## config.mk

```make
export PLATFORM = sky130hd
export DESIGN_NAME = uart_fifo_ext
export DESIGN_NICKNAME = d
export VERILOG_FILES = /design/src/rtl/uart_fifo_ext.sv
export SDC_FILE = /design/constraint.sdc
export NUM_CORES = 1
export LEC_CHECK = 0
export BUFFER_PORTS_ARGS = -buffer_cell sky130_fd_sc_hd__buf_2
export CAP_MARGIN = 20
export CORE_ASPECT_RATIO = 2
export CORE_MARGIN = 3
export CORE_UTILIZATION = 40
export CTS_CLUSTER_SIZE = 8
export DETAILED_ROUTE_END_ITERATION = 12
export PLACE_DENSITY = 0.62
export SETUP_SLACK_MARGIN = 0.4
export SLEW_MARGIN = 5
export SYNTH_ARGS = -nofsm -noshare
export SYNTH_HDL_FRONTEND = slang
export SYNTH_SLANG_ARGS = --single-unit
```

## constraint.sdc

```tcl
create_clock -name clk -period 5.2 [get_ports clk]
set_clock_uncertainty 0.05 [all_clocks]
set_input_delay 0.26 -clock clk [delete_from_list [all_inputs] [get_ports clk]]
set_output_delay 0.26 -clock clk [all_outputs]
set_load 0.02 [all_outputs]
```

## src/rtl/uart_fifo_ext.sv

```systemverilog
// Parametrised UART FIFO with optional first-word-fall-through read port, synchronous
// flush, high/low watermarks, sticky overflow/underflow flags and peak-level tracking.
module uart_fifo_ext #(
  parameter int unsigned DEPTH      = 16,
  parameter int unsigned WIDTH      = 8,
  parameter int unsigned FWFT       = 0,
  parameter int unsigned ADDR_WIDTH = $clog2(DEPTH)
) (
  input  logic                  clk,
  input  logic                  rst,
  input  logic                  flush,
  input  logic                  write_en,
  input  logic [WIDTH-1:0]      data_in,
  input  logic                  read_en,
  output logic [WIDTH-1:0]      data_out,
  output logic                  data_valid,
  output logic                  empty,
  output logic                  full,
  output logic [ADDR_WIDTH:0]   level,
  input  logic [ADDR_WIDTH:0]   hi_thresh,
  input  logic [ADDR_WIDTH:0]   lo_thresh,
  output logic                  hi_reached,
  output logic                  lo_reached,
  output logic                  overflow,
  output logic                  underflow,
  input  logic                  err_clr,
  output logic [ADDR_WIDTH:0]   peak_level
);

  localparam int unsigned PtrW = ADDR_WIDTH + 1;

  logic [WIDTH-1:0] mem [DEPTH];
  logic [PtrW-1:0]  wr_ptr_q, rd_ptr_q;
  logic [PtrW-1:0]  level_d, peak_d, peak_q;
  logic             overflow_q, underflow_q;
  logic             pop_ok, push_ok;

  assign level      = wr_ptr_q - rd_ptr_q;
  assign empty      = (level == '0);
  assign full       = (level == PtrW'(DEPTH));
  assign hi_reached = (level >= hi_thresh);
  assign lo_reached = (level <= lo_thresh);
  assign overflow   = overflow_q;
  assign underflow  = underflow_q;
  assign peak_level = peak_q;

  // A pop frees a slot in the same cycle, so a full FIFO still accepts a paired push.
  assign pop_ok  = read_en && !empty;
  assign push_ok = write_en && (!full || pop_ok);

  always_comb begin
    level_d = '0;
    peak_d  = peak_q;
    if (!flush) begin
      level_d = level + PtrW'(push_ok) - PtrW'(pop_ok);
    end
    if (err_clr) begin
      peak_d = level_d;
    end else if (level_d > peak_q) begin
      peak_d = level_d;
    end
  end

  always_ff @(posedge clk) begin
    if (rst) begin
      wr_ptr_q    <= '0;
      rd_ptr_q    <= '0;
      overflow_q  <= 1'b0;
      underflow_q <= 1'b0;
      peak_q      <= '0;
    end else begin
      if (flush) begin
        wr_ptr_q <= '0;
        rd_ptr_q <= '0;
      end else begin
        if (push_ok) wr_ptr_q <= wr_ptr_q + 1'b1;
        if (pop_ok)  rd_ptr_q <= rd_ptr_q + 1'b1;
      end
      // New error events take precedence over a same-cycle clear.
      overflow_q  <= (write_en && !push_ok && !flush) || (overflow_q && !err_clr);
      underflow_q <= (read_en && empty) || (underflow_q && !err_clr);
      peak_q      <= peak_d;
    end
  end

  always_ff @(posedge clk) begin
    if (!rst && !flush && push_ok) begin
      mem[wr_ptr_q[ADDR_WIDTH-1:0]] <= data_in;
    end
  end

  if (FWFT != 0) begin : g_fwft
    assign data_out   = mem[rd_ptr_q[ADDR_WIDTH-1:0]];
    assign data_valid = !empty;
  end else begin : g_reg
    logic [WIDTH-1:0] data_out_q;
    logic             data_valid_q;

    always_ff @(posedge clk) begin
      if (rst) begin
        data_out_q   <= '0;
        data_valid_q <= 1'b0;
      end else if (flush) begin
        data_valid_q <= 1'b0;
      end else begin
        data_valid_q <= pop_ok;
        if (pop_ok) data_out_q <= mem[rd_ptr_q[ADDR_WIDTH-1:0]];
      end
    end

    assign data_out   = data_out_q;
    assign data_valid = data_valid_q;
  end

endmodule
```

==> After elaboration in Yosys (flattened, before gate mapping) <==
Memory sizes are Yosys's and may differ from the RTL's. A register that Yosys moved wholly into a read port is not among the register bits.
Cells that the tools add are included.
{ "classes": {"n_mux": 5, "eq_ne": 1, "n_reduce_logical": 22, "add_sub_neg": 5, "order_cmp": 3, "n_bitwise": 1} }
{ "op_table": {"columns": ["operator", "n"], "rows": [
  ["5-bit 2-to-1 mux", 3],
  ["5-bit by 1-bit adder with 5-bit output (second input constant)", 2],
  ["1-bit logical AND", 9],
  ["1-bit zero test", 6],
  ["5-bit by 1-bit adder with 5-bit output", 1],
  ["5-bit equality test (second input constant)", 1],
  ["5-bit >= comparator", 1],
  ["5-bit greater-than comparator", 1],
  ["5-bit less-or-equal comparator", 1],
  ["5-bit zero test", 1],
  ["5-bit by 1-bit subtractor with 5-bit output", 1],
  ["5-bit subtractor", 1],
  ["1-bit logical OR", 3],
  ["1-bit 2-to-1 mux", 2],
  ["2-bit AND reduction", 1],
  ["2-bit nonzero test", 1],
  ["2-bit OR reduction", 1],
  ["1-bit inverter", 1]
]} }
{ "totals": {"n_memories": 1, "reg_bits": 18, "mem_bits_rw": 128} }
{ "memory_table": {"columns": ["memory", "words", "word_bits", "read_ports", "rd_ports_with_merged_regs", "wr", "line", "source"], "rows": [
  ["mem", 16, 8, 1, 1, 1, "32", "logic [WIDTH-1:0] mem [DEPTH];"]
]} }

==> Logic depth before layout (Yosys ltp) <==
{ "logic_depth": {"ltp_word": 12, "mapped_depth": 32, "ltp_nobuf": 28} }

==> Least setup slack after synthesis <==
No wires, ideal clock.
{ "synth_path": {"kind": "register to register", "from": "register rd_ptr_q[1]", "to": "register peak_q[4] (netlist: peak_level[4])", "path_stages_with_launch": 30, "required_time_ns": 5.028, "slack_ns": -0.427, "n_path_buf": 4, "t_arrival_ns": 5.455, "path_cell_list": "dfxtp_1 buf_6 buf_6 buf_6 inv_1 ha_1 nand2_1 o21ai_0 xor2_1 inv_1 ha_1 nand3_1 o21ai_2 or2_2 nand2_1 ha_1 inv_1 fa_1 inv_1 a21oi_1 o21bai_1 xor2_1 and2_1 nor3_1 ha_1 a211o_1 o22ai_1 clkbuf_1 nor4_1 a221o_1"} }
{ "synth_via": {"elab_chain_len": 11} }
{ "synth_rtl": {"columns": ["element", "line", "source"], "rows": [
  ["start: declaration", "33", "logic [PtrW-1:0] wr_ptr_q, rd_ptr_q;"],
  ["start signal: assignment", "77", "if (pop_ok) rd_ptr_q <= rd_ptr_q + 1'b1;"],
  ["5-bit subtractor *", "38", "assign level = wr_ptr_q - rd_ptr_q;"],
  ["net level[3]", "19", "output logic [ADDR_WIDTH:0] level,"],
  ["5-bit zero test", "39", "assign empty = (level == '0);"],
  ["1-bit zero test", "48", "assign pop_ok = read_en && !empty;"],
  ["1-bit logical AND", "48", null],
  ["1-bit logical OR", "49", "assign push_ok = write_en && (!full || pop_ok);"],
  ["1-bit logical AND", "49", null],
  ["5-bit by 1-bit adder with 5-bit output", "55", "level_d = level + PtrW'(push_ok) - PtrW'(pop_ok);"],
  ["5-bit by 1-bit subtractor with 5-bit output *", "55", null],
  ["5-bit 2-to-1 mux *", "54", "if (!flush) begin"],
  ["net level_d[4]", "34", "logic [PtrW-1:0] level_d, peak_d, peak_q;"],
  ["5-bit greater-than comparator or 5-bit 2-to-1 mux (tied branches)", "59", "end else if (level_d > peak_q) begin"],
  ["2-bit nonzero test (no source line) or 5-bit 2-to-1 mux (tied branches)", null, null],
  ["end signal: assignment", "82", "peak_q <= peak_d;"],
  ["end: declaration", "34", null]
]} }
The timed path passes the listed nets; every way through them passes the cells marked *. The select of a mux whose other input is x is not followed.
A chain may end at the register's enable or synchronous reset.

==> Worst setup path in the final report <==
{ "layout_path": {"from": "register wr_ptr_q[0]", "to": "register peak_q[4] (netlist: peak_level[4])"} }
{ "layout_via": {"elab_chain_len": 11} }
{ "layout_rtl": {"columns": ["element", "line", "source"], "rows": [
  ["start: declaration", "33", null],
  ["start signal: assignment", "76", "if (push_ok) wr_ptr_q <= wr_ptr_q + 1'b1;"],
  ["5-bit subtractor *", "38", null],
  ["5-bit zero test", "39", null],
  ["1-bit zero test", "48", null],
  ["1-bit logical AND", "48", null],
  ["1-bit logical OR", "49", null],
  ["1-bit logical AND", "49", null],
  ["5-bit by 1-bit adder with 5-bit output", "55", null],
  ["5-bit by 1-bit subtractor with 5-bit output *", "55", null],
  ["5-bit 2-to-1 mux *", "54", null],
  ["net level_d[4]", "34", null],
  ["5-bit greater-than comparator or 5-bit 2-to-1 mux (tied branches)", "59", null],
  ["2-bit nonzero test (no source line) or 5-bit 2-to-1 mux (tied branches)", null, null]
]} }
Marks and branches as above.

==> metrics.log <==
INFO  metric p_leak = a little under 3 nW
INFO  metric routed_wl = roughly 15,000 um
INFO  metric status = complete, no violations
INFO  metric cap_viol_max_count = 0
INFO  metric h-tree-depth = 4
INFO  metric post_drt_wl_per_cell = just over 20 um
INFO  metric detail_route.vias_per_cell = around 5.5
INFO  metric average_size_of_a_mapped_cell = ~16 sq um
INFO  metric design.core.area = roughly 0.016 sq mm
INFO  metric path_depth = 23
INFO  metric hp-class = in2reg
INFO  metric worst-slew-pin-transition = approximately 0.97 ns
INFO  metric final_cycle_utilization_of_the_critical_path = between 80% and 90%
INFO  metric grt_util_all_layers = between 10% and 20%
INFO  metric finalSetupViolCount = 0
INFO  metric cp-end-kind = flop
INFO  metric gr-total-overflow = 0
INFO  metric maxClockFrequency = ~0.21 GHz
INFO  metric floorplan.initialDensity = between 40% and 50%
INFO  metric nNetsFinal = 557
INFO  metric area_of_the_mapped_netlist = ~0.007 sq mm
INFO  metric number_of_synthesized_flops_with_an_enable_pin = roughly 130
INFO  metric peak_per_stage_delay_on_the_critical_path = 0.40 ns
INFO  metric ys.warnings.count = 0
INFO  metric drc_errors = 0
INFO  metric placer_s_final_routability_congestion_estimate = 0.8403
INFO  metric ys_seq_area_share = 64.19%
INFO  metric ys_seq_elements = about 150
INFO  metric post_route_cells_drive_above_1_share = 30.68%
INFO  metric io_buffers = 48
INFO  metric async_reset_ff_share = 0%
INFO  metric worst_r2r_path_depth = 23
INFO  metric die_area = 0.01869 sq mm
INFO  metric netlist-cell-type-count = 44
INFO  metric ios = slightly below 50
INFO  metric power_per_cell_area = approximately 370 mW/mm^2
INFO  metric dieWidth = between 90 and 100 um
INFO  metric grt_antenna_before_repair = 0
INFO  metric layout-area-overhead-vs-synth = 19.93%
INFO  metric vias = approximately 3,900
INFO  metric gate_count_post_synth = around 430
INFO  metric row_count = 66
INFO  metric ys.flop_type = edfxtp_1
INFO  metric finalHoldViolCount = 0
INFO  metric detailed_place_hpwl = about 10,000 um
INFO  metric n_fill_cell = around 1,400
INFO  metric max-clock-path-buffers = 2
INFO  metric worst_setup_hold_path_clk_slew = about 0.07 ns
INFO  metric drtIter0Drc = roughly 280
INFO  metric root_buffer = clkbuf_16
INFO  metric finalSetupTns = 0 ns
INFO  metric critical_path_buf_inv_count = 3
INFO  metric worstPathCellList = inv_2, ha_4, fa_2, nand2b_4, a21oi_4, xnor2_4, o21ai_4, or2_4, nand2_4, ha_4, inv_1, fa_2, inv_1, a21oi_1, o21bai_1, xor2_1, and2_1, nor3_2, ha_1, nand2_2, a211oi_4, o22ai_4, a221o_1
INFO  metric criticalPathCategory = reg2reg
INFO  metric worstSkewPairLatency = 0.42 ns
INFO  metric dr.pass1.iters = 4
INFO  metric drtAntennaViolNets = 0
INFO  metric worst-path-max-fanout = 5
INFO  metric cpMaxStageDelayCell = fa_2
INFO  metric ir_drop = between 0.2 and 0.25 mV
INFO  metric grt_pass1_wl = between 20,000 and 25,000 um
INFO  metric cp-start-kind = flop
INFO  metric timing.slew.headroom = approximately a third
INFO  metric rsz0062_at_grt = true
INFO  metric die-height = roughly 190 um
INFO  metric cp_data_arrival_time = 4.91 ns
INFO  metric clkSinkCount = ~150
INFO  metric final-max-slew-violation-count = 0
INFO  metric crit_path_required_time = approximately 5.5 ns
INFO  metric cts_inserted_buffers = 17
INFO  metric antennaDiodeCount = 0
INFO  metric top_cell_family_by_delay_on_the_critical_path = adder cells
INFO  metric grt_max_degree = 36
INFO  metric cts_tree = built
INFO  metric min_path_cells = 2
INFO  metric post_cts_hold_buffer_count = 0
INFO  metric clock_period_minus_worst_slack = around 4.7 ns
INFO  metric final.hold.worst_slack = between 0.1 and 0.15 ns
INFO  metric synth_nets = a little under 500
INFO  metric first_global_vias = between 4,000 and 5,000
stage by stage:
step | worst slack (ns) | area (sq um) | utilization (%) | total power, mW | instances
floorplan | 0.3327 | 6899 | - | 1.668 | 429
global placement | 0.1317 | 7313 | 44.50 | 1.748 | 676
detailed placement | 0.007982 | 7313 | 44.50 | 1.759 | 676
CTS | 0.4004 | 8013 | 48.76 | 3.028 | 713
global route | 0.3235 | 8154 | 49.62 | 3.164 | 719
finish | 0.5468 | 8154 | 49.62 | 3.045 | 719
cell families (layout without fill, tap and decap cells):
| family | after synthesis | in the layout | synth area share, % |
|---|---|---|---|
| buffers and inverters | 41 | 126 | 3.662 |
| XOR/XNOR | 13 | 13 | 1.675 |
| AO/OA/AOI/OAI | 58 | 59 | 6.110 |
| adder cells (fa/ha/maj) | 31 | 31 | 5.926 |
| multiplexers | 33 | 33 | 11.41 |
| AND/OR/NAND/NOR | 99 | 99 | 7.030 |
| flip-flops | 154 | 154 | 64.19 |
routing by layer:
metal | GRT usage (%) | share of wire, % | vias to the layer above | wire [um]
met4 | 8.259 | 4.1 | 0 | 610
met5 | 0 | 0 | - | 0
li1 | - | - | 1810 | -
met3 | 3.222 | 3.6 | 37 | 533
met1 | 16.98 | 35 | 1978 | 5280
met2 | 31.59 | 57 | 98 | 8463
cell type report:
type / instances / area [sq um] / area share [%]
clock buffers: 17 / 425.4 / 5.217
clock inverters: 15 / 163.9 / 2.010
inverters: 25 / 96.34 / 1.182
multi-input cells: 235 / 2430 / 29.80
flip-flops and latches: 154 / 4378 / 53.69
well taps: 204 / 255.2 / 3.130
repair buffers: 69 / 405.4 / 4.972
state kept, by name, indices dropped and copies added, names as in the netlist:
register and flops:
mem 128, data_out 8, peak_level 5, rd_ptr_q 5, wr_ptr_q 5, data_valid 1
overflow 1, underflow 1
worst register-to-register path, delay by kind of cell, from the launching register on:
| kind | cells | cell delay, ns |
|---|---|---|
| flops | 1 | 0.38 |
| xor+xnor | 2 | 0.42 |
| fa+ha+maj | 5 | 1.34 |
| simple gates | 6 | 0.88 |
| compound gates | 7 | 1.32 |
| buf+inv | 3 | 0.17 |
power by group:
part	internal (mW)	switching, mW
logic	0.196	0.263
clock network	0.715	0.509
registers	1.35	0.0105
worst paths after layout:
path | slack, ns | start | endpoint
setup reg to reg | 0.55 | wr_ptr_q[0]$_SDFFE_PP0P_ | peak_level[4]$_SDFFE_PP0P_
setup / recovery | 0.55 | wr_ptr_q[0]$_SDFFE_PP0P_ | peak_level[4]$_SDFFE_PP0P_
hold reg to reg | 0.44 | data_out[6]$_SDFFE_PP0P_ | data_out[6]$_SDFFE_PP0P_
hold / removal | 0.13 | rst | underflow$_SDFF_PP0_
cell usage after synthesis (4+ instances only):
master    count  area (sq um)
xnor2_1       7         61.31
clkbuf_1      4         15.01
edfxtp_1    128          3844
nand2_1       9         33.78
inv_1        25         93.84
buf_6         7         78.83
mux4_2       20         450.4
a221oi_1      7         61.31
mux4_1       12         315.3
nand3_1       8         40.04
xor2_1        6         52.55
nor2b_1       5         31.28
a21oi_1      15         75.07
a22o_1        8         70.07
nor2_1       41         153.9
nand2b_1     18         112.6
o21ai_0       5         25.02
ha_1         29         362.9
o22ai_1      10         62.56
dfxtp_1      26         520.5
nor3_1        9         45.04
placed cells by master (no fill, tap or decap), drive strengths merged, types with 2 or more instances in the layout:
| cell type | count |
|---|---|
| a21o | 2 |
| nand2b | 18 |
| nand2 | 9 |
| edfxtp | 128 |
| a21oi | 15 |
| nor3 | 9 |
| clkbuf | 17 |
| dfxtp | 26 |
| nor2 | 41 |
| o22ai | 11 |
| mux4 | 32 |
| fa | 2 |
| xor2 | 6 |
| ha | 29 |
| a211oi | 2 |
| o21ai | 6 |
| buf | 69 |
| or3 | 2 |
| xnor2 | 7 |
| inv | 31 |
| or2 | 2 |
| a22o | 8 |
| a221oi | 8 |
| nand3 | 8 |
| nor2b | 5 |
| bufinv | 2 |
| nand4b | 2 |
| clkinvlp | 6 |
what timing repair did:
action | 4_1_cts | 5_1_grt
cloned | 1 | 0
gates resized for setup | 12 | 23
setup endpoints to repair | 5 | 5
buffers inserted | 4 | 6
pin swaps | 6 | 16
No activity file was read; power rests on OpenSTA's default activity.
